**src/rtl/div_sqrt_mvp_issue_ctrl_pkg.sv**
```systemverilog
// Purpose : shared widths, state encoding and synthetic-result constants for the div/sqrt issue controller.
// Latency : n/a (definitions only).
// Backpr. : n/a (definitions only).
package defs_div_sqrt_mvp;

  // Operand / control field widths of the attached div/sqrt unit.
  localparam int C_OP_FP64 = 64;
  localparam int C_RM      = 3;
  localparam int C_PC      = 6;
  localparam int C_FS      = 2;
  localparam int C_FFLAGS  = 5;

  // Result substituted when the watchdog aborts an operation.
  localparam logic [C_OP_FP64-1:0] C_CANON_NAN = 64'h7FF8000000000000;
  localparam logic [C_FFLAGS-1:0]  C_FLAG_NV   = 5'b10000;

  typedef enum logic [1:0] {
    IDLE  = 2'd0,
    ISSUE = 2'd1,
    WAIT  = 2'd2,
    FLUSH = 2'd3
  } issue_state_e;

endpackage

```
**src/rtl/div_sqrt_mvp_issue_hold.sv**
```systemverilog
// Purpose : single-entry holding register for the unit result, flags and tag.
// Latency : 1 cycle from Load_SI to Out_valid_SO.
// Backpr. : contents frozen while Out_valid_SO & ~Out_ready_SI; a load always overwrites.
//
// Ports:
//   Clk_CI, Rst_RBI          clock, async active-low reset
//   Load_SI                  capture Result_DI / Fflags_SI / Tag_DI this cycle
//   Result_DI, Fflags_SI,
//   Tag_DI                   data to capture
//   Out_valid_SO/Out_ready_SI  output handshake
//   Out_result_DO, Out_fflags_SO, Out_tag_DO  held contents
module div_sqrt_mvp_issue_hold
  import defs_div_sqrt_mvp::*;
#(
  parameter int TAG_W = 4
) (
  input  logic                 Clk_CI,
  input  logic                 Rst_RBI,
  input  logic                 Load_SI,
  input  logic [C_OP_FP64-1:0] Result_DI,
  input  logic [C_FFLAGS-1:0]  Fflags_SI,
  input  logic [TAG_W-1:0]     Tag_DI,
  output logic                 Out_valid_SO,
  input  logic                 Out_ready_SI,
  output logic [C_OP_FP64-1:0] Out_result_DO,
  output logic [C_FFLAGS-1:0]  Out_fflags_SO,
  output logic [TAG_W-1:0]     Out_tag_DO
);

  logic                 valid_q;
  logic [C_OP_FP64-1:0] result_q;
  logic [C_FFLAGS-1:0]  fflags_q;
  logic [TAG_W-1:0]     tag_q;

  always_ff @(posedge Clk_CI or negedge Rst_RBI) begin
    if (!Rst_RBI) begin
      valid_q  <= 1'b0;
      result_q <= '0;
      fflags_q <= '0;
      tag_q    <= '0;
    end else if (Load_SI) begin
      valid_q  <= 1'b1;
      result_q <= Result_DI;
      fflags_q <= Fflags_SI;
      tag_q    <= Tag_DI;
    end else if (valid_q && Out_ready_SI) begin
      // Data is left in place after consumption; only the valid bit drops.
      valid_q  <= 1'b0;
    end
  end

  assign Out_valid_SO  = valid_q;
  assign Out_result_DO = result_q;
  assign Out_fflags_SO = fflags_q;
  assign Out_tag_DO    = tag_q;

endmodule

```
**src/rtl/div_sqrt_mvp_issue_ctrl.sv**
```systemverilog
// Purpose : initiator-side issue controller for the shared div/sqrt unit (one op in flight, flush via Kill).
// Latency : accept in t -> start pulse in t+1; Done in d -> Out_valid in d+1.
// Backpr. : In_ready_SO low while busy, while the Ready guard runs, or while an unconsumed result is held.
//
// Optional feature macro: DIV_SQRT_ISSUE_TIMEOUT_EN (watchdog that kills a WAIT lasting
// TIMEOUT_CYCLES and returns canonical NaN with NV set).
//
// Ports:
//   Clk_CI, Rst_RBI                    clock, async active-low reset (shared with the unit)
//   In_valid_SI/In_ready_SO            request handshake
//   In_sqrt_SI, In_op_a_DI, In_op_b_DI,
//   In_rm_SI, In_prec_SI, In_fmt_SI,
//   In_tag_DI                          request contents
//   Flush_SI                           abort the in-flight op and drop its result
//   Div_start_SO, Sqrt_start_SO        one-cycle start pulses to the unit
//   Operand_a_DO, Operand_b_DO, RM_SO,
//   Precision_ctl_SO, Format_sel_SO    registered operands/control to the unit
//   Kill_SO                            one-cycle kill pulse to the unit
//   Result_DI, Fflags_SI, Ready_SI,
//   Done_SI                            unit status / result
//   Out_valid_SO/Out_ready_SI          result handshake
//   Out_result_DO, Out_fflags_SO,
//   Out_tag_DO                         held result
module div_sqrt_mvp_issue_ctrl
  import defs_div_sqrt_mvp::*;
#(
  parameter int POST_PIPE_DEPTH = 2,
  parameter int TAG_W           = 4,
  parameter int TIMEOUT_CYCLES  = 64
) (
  input  logic                 Clk_CI,
  input  logic                 Rst_RBI,
  input  logic                 In_valid_SI,
  output logic                 In_ready_SO,
  input  logic                 In_sqrt_SI,
  input  logic [C_OP_FP64-1:0] In_op_a_DI,
  input  logic [C_OP_FP64-1:0] In_op_b_DI,
  input  logic [C_RM-1:0]      In_rm_SI,
  input  logic [C_PC-1:0]      In_prec_SI,
  input  logic [C_FS-1:0]      In_fmt_SI,
  input  logic [TAG_W-1:0]     In_tag_DI,
  input  logic                 Flush_SI,
  output logic                 Div_start_SO,
  output logic                 Sqrt_start_SO,
  output logic [C_OP_FP64-1:0] Operand_a_DO,
  output logic [C_OP_FP64-1:0] Operand_b_DO,
  output logic [C_RM-1:0]      RM_SO,
  output logic [C_PC-1:0]      Precision_ctl_SO,
  output logic [C_FS-1:0]      Format_sel_SO,
  output logic                 Kill_SO,
  input  logic [C_OP_FP64-1:0] Result_DI,
  input  logic [C_FFLAGS-1:0]  Fflags_SI,
  input  logic                 Ready_SI,
  input  logic                 Done_SI,
  output logic                 Out_valid_SO,
  input  logic                 Out_ready_SI,
  output logic [C_OP_FP64-1:0] Out_result_DO,
  output logic [C_FFLAGS-1:0]  Out_fflags_SO,
  output logic [TAG_W-1:0]     Out_tag_DO
);

  // Guard spans the unit's output pipeline plus one cycle, during which the
  // unit's Ready may still reflect the op that was just started or killed.
  localparam int                GUARD_W    = $clog2(POST_PIPE_DEPTH + 2);
  localparam logic [GUARD_W-1:0] GUARD_LOAD = GUARD_W'(POST_PIPE_DEPTH + 1);

  if (POST_PIPE_DEPTH < 0 || TIMEOUT_CYCLES < 1) begin : g_cfg_check
    $error("div_sqrt_mvp_issue_ctrl: invalid POST_PIPE_DEPTH or TIMEOUT_CYCLES");
  end

  issue_state_e         state_q;
  logic [GUARD_W-1:0]   guard_q;
  logic                 start_q;
  logic                 sqrt_q;
  logic [C_OP_FP64-1:0] op_a_q;
  logic [C_OP_FP64-1:0] op_b_q;
  logic [C_RM-1:0]      rm_q;
  logic [C_PC-1:0]      prec_q;
  logic [C_FS-1:0]      fmt_q;
  logic [TAG_W-1:0]     tag_q;

  logic                 out_vld;
  logic                 in_rdy;
  logic                 accept;
  logic                 flush_kill;
  logic                 timeout_kill;
  logic                 done_take;
  logic                 hold_load;
  logic [C_OP_FP64-1:0] hold_result;
  logic [C_FFLAGS-1:0]  hold_fflags;

`ifdef DIV_SQRT_ISSUE_TIMEOUT_EN
  localparam int               WDOG_W     = $clog2(TIMEOUT_CYCLES + 1);
  localparam logic [WDOG_W-1:0] WDOG_LAST = WDOG_W'(TIMEOUT_CYCLES - 1);
  logic [WDOG_W-1:0] wdog_q;

  // Fires in the TIMEOUT_CYCLES-th WAIT cycle; a real Done or a flush in that
  // same cycle takes precedence.
  assign timeout_kill = (state_q == WAIT) && !Flush_SI && !Done_SI && (wdog_q == WDOG_LAST);
`else
  assign timeout_kill = 1'b0;
`endif

  assign in_rdy     = (state_q == IDLE) && Ready_SI && (guard_q == '0) && (!out_vld || Out_ready_SI);
  assign accept     = In_valid_SI && in_rdy;
  assign flush_kill = Flush_SI && ((state_q == ISSUE) || (state_q == WAIT));
  // Done coinciding with a flush belongs to the op being killed and is dropped.
  assign done_take  = (state_q == WAIT) && Done_SI && !Flush_SI;

  assign hold_load   = done_take || timeout_kill;
  assign hold_result = timeout_kill ? C_CANON_NAN : Result_DI;
  assign hold_fflags = timeout_kill ? C_FLAG_NV   : Fflags_SI;

  always_ff @(posedge Clk_CI or negedge Rst_RBI) begin
    if (!Rst_RBI) begin
      state_q <= IDLE;
      guard_q <= '0;
      start_q <= 1'b0;
      sqrt_q  <= 1'b0;
      op_a_q  <= '0;
      op_b_q  <= '0;
      rm_q    <= '0;
      prec_q  <= '0;
      fmt_q   <= '0;
      tag_q   <= '0;
`ifdef DIV_SQRT_ISSUE_TIMEOUT_EN
      wdog_q  <= '0;
`endif
    end else begin
      start_q <= 1'b0;
      if (guard_q != '0) begin
        guard_q <= guard_q - 1'b1;
      end

      case (state_q)
        IDLE: begin
          if (accept) begin
            state_q <= ISSUE;
            start_q <= 1'b1;
            sqrt_q  <= In_sqrt_SI;
            op_a_q  <= In_op_a_DI;
            op_b_q  <= In_op_b_DI;
            rm_q    <= In_rm_SI;
            prec_q  <= In_prec_SI;
            fmt_q   <= In_fmt_SI;
            tag_q   <= In_tag_DI;
          end
        end
        ISSUE: begin
          guard_q <= GUARD_LOAD;
          state_q <= Flush_SI ? FLUSH : WAIT;
`ifdef DIV_SQRT_ISSUE_TIMEOUT_EN
          wdog_q  <= '0;
`endif
        end
        WAIT: begin
          if (Flush_SI || timeout_kill) begin
            guard_q <= GUARD_LOAD;
            state_q <= FLUSH;
          end else if (Done_SI) begin
            state_q <= IDLE;
          end
`ifdef DIV_SQRT_ISSUE_TIMEOUT_EN
          else begin
            wdog_q <= wdog_q + 1'b1;
          end
`endif
        end
        FLUSH: begin
          // Leave as the guard expires so IDLE is entered with guard == 0.
          if (guard_q <= GUARD_W'(1)) begin
            state_q <= IDLE;
          end
        end
        default: state_q <= IDLE;
      endcase
    end
  end

  // start_q is only ever set for the ISSUE cycle; a flush in that cycle
  // suppresses the pulse so the unit never sees start and kill together.
  assign Div_start_SO     = start_q && !sqrt_q && !Flush_SI;
  assign Sqrt_start_SO    = start_q &&  sqrt_q && !Flush_SI;
  assign Kill_SO          = flush_kill || timeout_kill;
  assign In_ready_SO      = in_rdy;
  assign Operand_a_DO     = op_a_q;
  assign Operand_b_DO     = op_b_q;
  assign RM_SO            = rm_q;
  assign Precision_ctl_SO = prec_q;
  assign Format_sel_SO    = fmt_q;

  div_sqrt_mvp_issue_hold #(
    .TAG_W(TAG_W)
  ) i_hold (
    .Clk_CI        (Clk_CI),
    .Rst_RBI       (Rst_RBI),
    .Load_SI       (hold_load),
    .Result_DI     (hold_result),
    .Fflags_SI     (hold_fflags),
    .Tag_DI        (tag_q),
    .Out_valid_SO  (out_vld),
    .Out_ready_SI  (Out_ready_SI),
    .Out_result_DO (Out_result_DO),
    .Out_fflags_SO (Out_fflags_SO),
    .Out_tag_DO    (Out_tag_DO)
  );

  assign Out_valid_SO = out_vld;

endmodule
```
**config.mk**
```make
export PLATFORM = sky130hd
export DESIGN_NAME = div_sqrt_mvp_issue_ctrl
export DESIGN_NICKNAME = d
export VERILOG_FILES = /design/src/rtl/div_sqrt_mvp_issue_ctrl_pkg.sv /design/src/rtl/div_sqrt_mvp_issue_hold.sv /design/src/rtl/div_sqrt_mvp_issue_ctrl.sv
export SDC_FILE = /design/constraint.sdc
export NUM_CORES = 1
export LEC_CHECK = 0
export ABC_AREA = 0
export BUFFER_PORTS_ARGS = -buffer_cell sky130_fd_sc_hd__buf_2
export CAP_MARGIN = 20
export CORE_AREA = 8 8 166 168
export CTS_CLUSTER_DIAMETER = 60
export DETAILED_ROUTE_END_ITERATION = 10
export DIE_AREA = 0 0 174 176
export HOLD_SLACK_MARGIN = 0.05
export MAX_ROUTING_LAYER = met4
export PLACE_DENSITY = 0.69
export SLEW_MARGIN = 0
export SYNTH_ARGS = -nofsm -noshare
export SYNTH_HDL_FRONTEND = slang
export SYNTH_SLANG_ARGS = --single-unit
```
**constraint.sdc**
```tcl
create_clock -name Clk_CI -period 4.5 [get_ports Clk_CI]
set_input_delay 1.125 -clock Clk_CI [delete_from_list [all_inputs] [get_ports Clk_CI]]
set_output_delay 1.125 -clock Clk_CI [all_outputs]
set_load 0.005 [all_outputs]
```
==> results.yml, run 1 <==
floorplan:
  start_util_pct: 36.7
  ios: 437
  fp.dieH_um: 176
  die_area_um2: 30600
  coreArea_um2: 24800
  die_w_um: 174
  row_count: 58
global_route:
  grt_max_degree: 137
  overflow: 0
  grt_pass1_vias: 6581
  grt_pass1_wl_mm: 38.9
  track_usage_pct: 16.3
  antenna_found_initial: 4
route:
  wire_per_inst_um: 19.5
  drt_iter0_drc: 355
  ant_nets: 0
  finalWirelength_mm: 25.4
  drc: 0
  via_count: 5829
  vias_per_cell: 4.48
  drt-pass1-iter-count: 4
sta:
  min_period_over_period_pct: 64.9
  hold_violations: 0
  fin_ws_ps: 1580
  final.setup.tns_ps: 0
  period_minus_slack_ps: 2920
  worst_slew_pin_slew_ps: 1010
  rsz0062_at_grt: "false"
  fmax_mhz: 342
  slew_headroom_pct: 32.6
  setup-violations-final: 0
  fin_skew_ps: 20.4
  maxSlewViolCount: 0
logic_synthesis:
  synth_area_leaders: "dfrtp_1, mux2_4, mux2_2"
  yosys.area.top_type: "dfrtp_1"
  avgSynthCellArea_um2: 18.2
  synth_nets: 724
  synth_compound_area_share_pct: 0.564
  synthAdderAreaFrac_pct: 0.550
  yosysUniqueCellTypes: 27
  synth_top_family_by_area: "multiplexers"
  synth_xor_area_share_pct: 0
  synth_edf_count: 0
  synthSimpleGateAreaFrac_pct: 1.28
  synth-seq-cells: 223
  yosysTopAreaCellShare_pct: 61.3
  netlist_area_um2: 9100
  syn_inst: 500
  synthArstFlopShare_pct: 100
  synth_flop_cell: "dfrtp_1"
  muxShareOfSynthArea_pct: 32.7
  yosys_warnings: 0
  ys_seq_area_share_pct: 61.3
run_status:
  outcome: "completed"
hold_path:
  hold_class: "reg -> reg"
critical_path:
  worstSetupPathType: "reg -> out"
  critical_path_required_ps: 3380
  r2r_slack_ps: 2090
  critPathMaxFanout: 4
  startpoint_type: "flop"
  critPathCaptureType: "output pin"
  worstPathArrival_ps: 1800
placed_design:
  dp_slack_ps: 1600
  io_buffer_count: 436
  gp_congestion: 0.767
  place_area_um2: 11500
  hpwl_mm: 19.3
clock_tree:
  post_cts_buffers: 0
  clock_latency_ps: 540
  clock-sinks: 223
  postCtsResizedCells: 0
  cts_tree: "built"
  clk_pin_slew_ps: 60
  holdBufCountCts: 0
  clock-root-buffer: "clkbuf_16"
  cts_buffers: 27
  h-tree-depth: 1
  clock_path_buffers: 3
power:
  p_leak_nw: 6.80
  peakVddDrop_mv: 0.367
  finalPower_mw: 8.89
  power_density_nw_per_um2: 714
cells_and_area:
  layout-drive-gt1-share_pct: 72.6
  fin_area_um2: 12400
  syn2layout_area_growth_pct: 36.7
  final_core_util_pct: 50.1
  layout.nets: 1172
  final_common_cell: "buf_2"
  final_cell_mix: "buf_2, dfrtp_1, mux2_4"
  fill_cells: 2230
flow_run:
  maxCapViolCount: 0
[worst paths after layout]
kind	endpoint	depth (start not counted)	from
max in group asynchronous	i_hold.Out_tag_DO[3]	2	Rst_RBI
max reg2reg	Operand_b_DO[51]	6	state_q[0]
max	In_ready_SO	5	state_q[0]
min in group asynchronous	Operand_a_DO[40]	1	Rst_RBI
min reg2reg	i_hold.Out_result_DO[27]	1	i_hold.Out_result_DO[27]
min	i_hold.Out_result_DO[27]	1	i_hold.Out_result_DO[27]
[synth_stat cells, types with 2 or more instances]
| cell | n |
|---|---|
| a21oi_1 | 3 |
| o21ai_0 | 2 |
| buf_12 | 10 |
| mux2_2 | 78 |
| dfrtp_1 | 223 |
| mux2_4 | 139 |
| inv_1 | 3 |
| buf_6 | 6 |
| nand2b_1 | 2 |
| and2_1 | 2 |
| ha_1 | 4 |
| buf_2 | 8 |
| nand2_1 | 2 |
| nor2_1 | 5 |
[where the power goes]
part / switching [mW] / total [mW] / internal, mW
clock: 0.862 / 2.21 / 1.35
combinational: 1.15 / 3.12 / 1.97
sequential: 0.552 / 3.56 / 3.01
total: 2.56 / 8.89 / 6.32
[critical path, cell delays in order (launching register included)]
cell	delay [ps]
dfrtp_1	410
inv_1	120
ha_1	210
and4bb_1	290
and2_1	140
buf_2	110
[state kept, by name, indices dropped and copies added, names as in the netlist]
| register | flops |
|---|---|
| Operand_a_DO | 64 |
| Operand_b_DO | 64 |
| i_hold.Out_result_DO | 64 |
| Precision_ctl_SO | 6 |
| i_hold.Out_fflags_SO | 5 |
| i_hold.Out_tag_DO | 4 |
| tag_q | 4 |
| RM_SO | 3 |
| Format_sel_SO | 2 |
| guard_q | 2 |
| state_q | 2 |
| i_hold.Out_valid_SO | 1 |
| sqrt_q | 1 |
| start_q | 1 |
[layout make-up]
type / count / area, µm² / area share [%]
antenna: 4 / 10.0 / 0.0805
clock buffer: 38 / 747 / 6.01
clock inverter: 11 / 170 / 1.37
inverter: 3 / 11.3 / 0.0906
multi-input combinational: 249 / 3200 / 25.7
sequential: 223 / 5580 / 44.9
tap: 330 / 413 / 3.32
timing repair buffer: 444 / 2300 / 18.5
[stage by stage]
step | instances | hold slack (ps)
finish | 1302 | 498
global route | 1302 | 509
CTS | 1298 | 502
detailed placement | 1249 | 486
global placement | 1249 | 482
floorplan | 500 | 477
[per-layer routing]
layer | global-route usage (%) | vias up | part of all wire (%)
met5 | - | - | 0
met4 | 4.67 | 0 | 2.0
met3 | 4.55 | 33 | 6.8
met2 | 27.1 | 262 | 50
met1 | 19.2 | 2859 | 41
li1 | - | 2675 | -
[logic make-up (layout without fill, tap and decap cells)]
kind of cell / after synthesis / after routing
AO/OA/AOI/OAI: 8 / 8
adder cells (fa/ha/maj): 4 / 4
buffers and inverters: 28 / 496
flip-flops: 223 / 223
multiplexers: 218 / 218
other: 0 / 4
AND/OR/NAND/NOR: 19 / 19
Note: power is estimated with default switching activity, not from simulation.
==> run 2, diff against run 1 <==
Settings changed: ABC_AREA 0 to 1, CORE_AREA 8 8 166 168 to 8 8 164 166, DIE_AREA 0 0 174 176 to 0 0 172 174, PLACE_DENSITY 0.69 to 0.68.
Clock period 4.5 ns to 3 ns, I/O delays scaled along.
==> run 2 against run 1 <==
Combinational power up 25%. Cell area down 3.8%. Sequential share of layout area up 1.7 points. Synthesized cell count up 64%. Clock skew down 4.1 ps. Sequential power up 45%. Clock power up 34%. Non-clock buffer count up 13. Hold slack worse by 300 ps. Critical path depth up 2. Die area down 2.3%. Largest power group unchanged.
==> results.yml, run 2 <==
floorplan:
  die_area_um2: 29900
  start_util_pct: 34.8
  fp.dieH_um: 174
  row_count: 58
  ios: 437
  coreArea_um2: 24500
  die_w_um: 172
route:
  via_count: 7093
  drt-pass1-iter-count: 4
  finalWirelength_mm: 27.1
  wire_per_inst_um: 16.7
  drt_iter0_drc: 314
  drc: 0
  ant_nets: 0
  vias_per_cell: 4.38
cells_and_area:
  fill_cells: 2352
  multi_input_area_um2: 2660
  layout-drive-gt1-share_pct: 44.2
  layout.nets: 1490
  regArea_um2: 5580
  final_common_cell: "nand2_1"
  final_cell_mix: "nand2_1, buf_2, dfrtp_1"
  syn2layout_area_growth_pct: 40.3
  final_core_util_pct: 48.8
placed_design:
  gp_congestion: 0.804
  dp_slack_ps: 680
  hpwl_mm: 20.3
  io_buffer_count: 436
logic_synthesis:
  yosys_warnings: 0
  synth_area_leaders: "dfrtp_1, nand2_1, mux2_2"
  synth-seq-cells: 223
  yosys.area.top_type: "dfrtp_1"
  synth_nets: 1044
  ys_seq_area_share_pct: 65.4
  yosysMostFrequentCell: "nand2_1"
  yosysUniqueCellTypes: 19
  yosysTopAreaCellShare_pct: 65.4
  netlist_area_um2: 8530
  synth_flop_cell: "dfrtp_1"
  avgSynthCellArea_um2: 10.4
  synthTopCellsByCount: "nand2_1, dfrtp_1, mux2_2, buf_2, inv_1"
  synth_edf_count: 0
  synthArstFlopShare_pct: 100
  syn_inst: 820
clock_tree:
  cts_tree: "built"
  post_cts_buffers: 0
  holdBufCountCts: 0
  clock_latency_ps: 530
  cts_buffers: 26
  clock-root-buffer: "clkbuf_16"
  clk_pin_slew_ps: 60
  h-tree-depth: 1
  postCtsResizedCells: 0
  clock_path_buffers: 3
  clock-sinks: 223
power:
  power.switching_mw: 3.95
  power_density_nw_per_um2: 1000
  finalPower_mw: 12.0
  p_sw_share_pct: 32.9
  p_clk_share_pct: 24.6
  power_frac_seq_pct: 43.0
  intPower_mw: 8.07
  peakVddDrop_mv: 0.498
  p_leak_nw: 6.89
  pwr-share-comb_pct: 32.4
sta:
  fmax_mhz: 401
  worst_slew_pin_slew_ps: 591
  period_minus_slack_ps: 2490
  hold_violations: 0
  fin_ws_ps: 509
  setup-violations-final: 0
  fin_skew_ps: 16.3
  slew_headroom_pct: 60.6
  min_period_over_period_pct: 83.0
  rsz0062_at_grt: "false"
  final.setup.tns_ps: 0
  maxSlewViolCount: 0
critical_path:
  startpoint_type: "flop"
  critPathCaptureType: "output pin"
  critical_path_required_ps: 2250
  worstSetupPathType: "reg -> out"
  worstPathArrival_ps: 1740
  ff2ff_path_depth: 10
  critPathMaxFanout: 4
global_route:
  gr-usage-met1_pct: 20.9
  grt.busiest_layer: "met2"
  grt_pass1_vias: 7525
  grt_max_degree: 75
  use_met2_pct: 29.2
  overflow: 0
  grt_pass1_wl_mm: 41.1
  track_usage_pct: 17.8
  antenna_found_initial: 5
  grt.met3_usage_pct: 4.81
run_status:
  outcome: "completed"
flow_run:
  maxCapViolCount: 0
hold_path:
  hold_class: "in -> async"
run 2: cell types whose count changed after synthesis, moves of 10 or more:
cell     before  now
buf_2         8   22
mux2_4      139   10
buf_12       10    0
mux2_2       78   58
o21ai_0       2   12
nand2_1       2  443
buf_4         0   11
inv_1         3   16
run 2: power groups by stage:
stage / clock network (mW) / logic [mW] / registers (mW)
finish: 2.96 / 3.89 / 5.17
global route: 3.19 / 4.36 / 5.34
CTS: 3.05 / 4.00 / 5.17
detailed placement: 0 / 3.99 / 5.17
global placement: 0 / 3.89 / 5.14
floorplan: 0 / 1.66 / 5.26
run 2: final cells by class:
class                   count  area share, %
flip-flops and latches    223           46.6
multi-input cells         541           22.2
diodes                      5          0.105
clock inverters            11          0.711
inverters                  17          0.554
clock buffers              36           6.08
repair buffers            457           20.3
well taps                 330           3.45
run 2: kinds of logic (layout without fill, tap and decap cells):
| logic type | after synthesis | after routing | synth area share [%] |
|---|---|---|---|
| compound gates | 14 | 14 | 0.850 |
| flops | 223 | 223 | 65.4 |
| buf+inv | 56 | 521 | 3.53 |
| fa+ha+maj | 4 | 4 | 0.587 |
| simple gates | 454 | 454 | 20.1 |
| other cells | 0 | 5 | 0 |
| mux | 69 | 69 | 9.55 |
run 2: path summary, 6_finish.rpt:
check                                 start          endpoint  slack, ps
setup reg to reg                 state_q[1]  Operand_b_DO[58]        790
max in group asynchronous           Rst_RBI  Operand_b_DO[59]       2080
min in group Clk_CI          In_op_a_DI[49]  Operand_a_DO[49]        410
hold / removal                      Rst_RBI  Operand_a_DO[61]        200
setup / recovery                 state_q[1]       In_ready_SO        510
hold reg to reg            Operand_b_DO[40]  Operand_b_DO[40]        470
run 2: critical path: stages, from the launching register on:
cell and delay (ps):
dfrtp_1 410, inv_1 130, ha_1 220, nand2_1 90
nor3_1 150, nand2_1 70, inv_1 50, buf_2 110
run 2: routing by layer:
metal  share of wire, %  vias to the layer above  routed length [µm]
li1                   -                     3447                   -
met1                 39                     3282               10600
met2                 48                      312               13000
met3                9.8                       52                2650
met4                2.7                        0                 731
met5                  0                        -                   0
run 2: stage by stage:
stage / area (µm²) / hold WS, ps / std cells
2_1_floorplan: 8530 / 454 / 820
3_3_place_gp: 11100 / 457 / 1568
3_5_place_dp: 11100 / 459 / 1568
4_1_cts: 12000 / 212 / 1615
5_1_grt: 12000 / 228 / 1620
6_report: 12000 / 195 / 1620
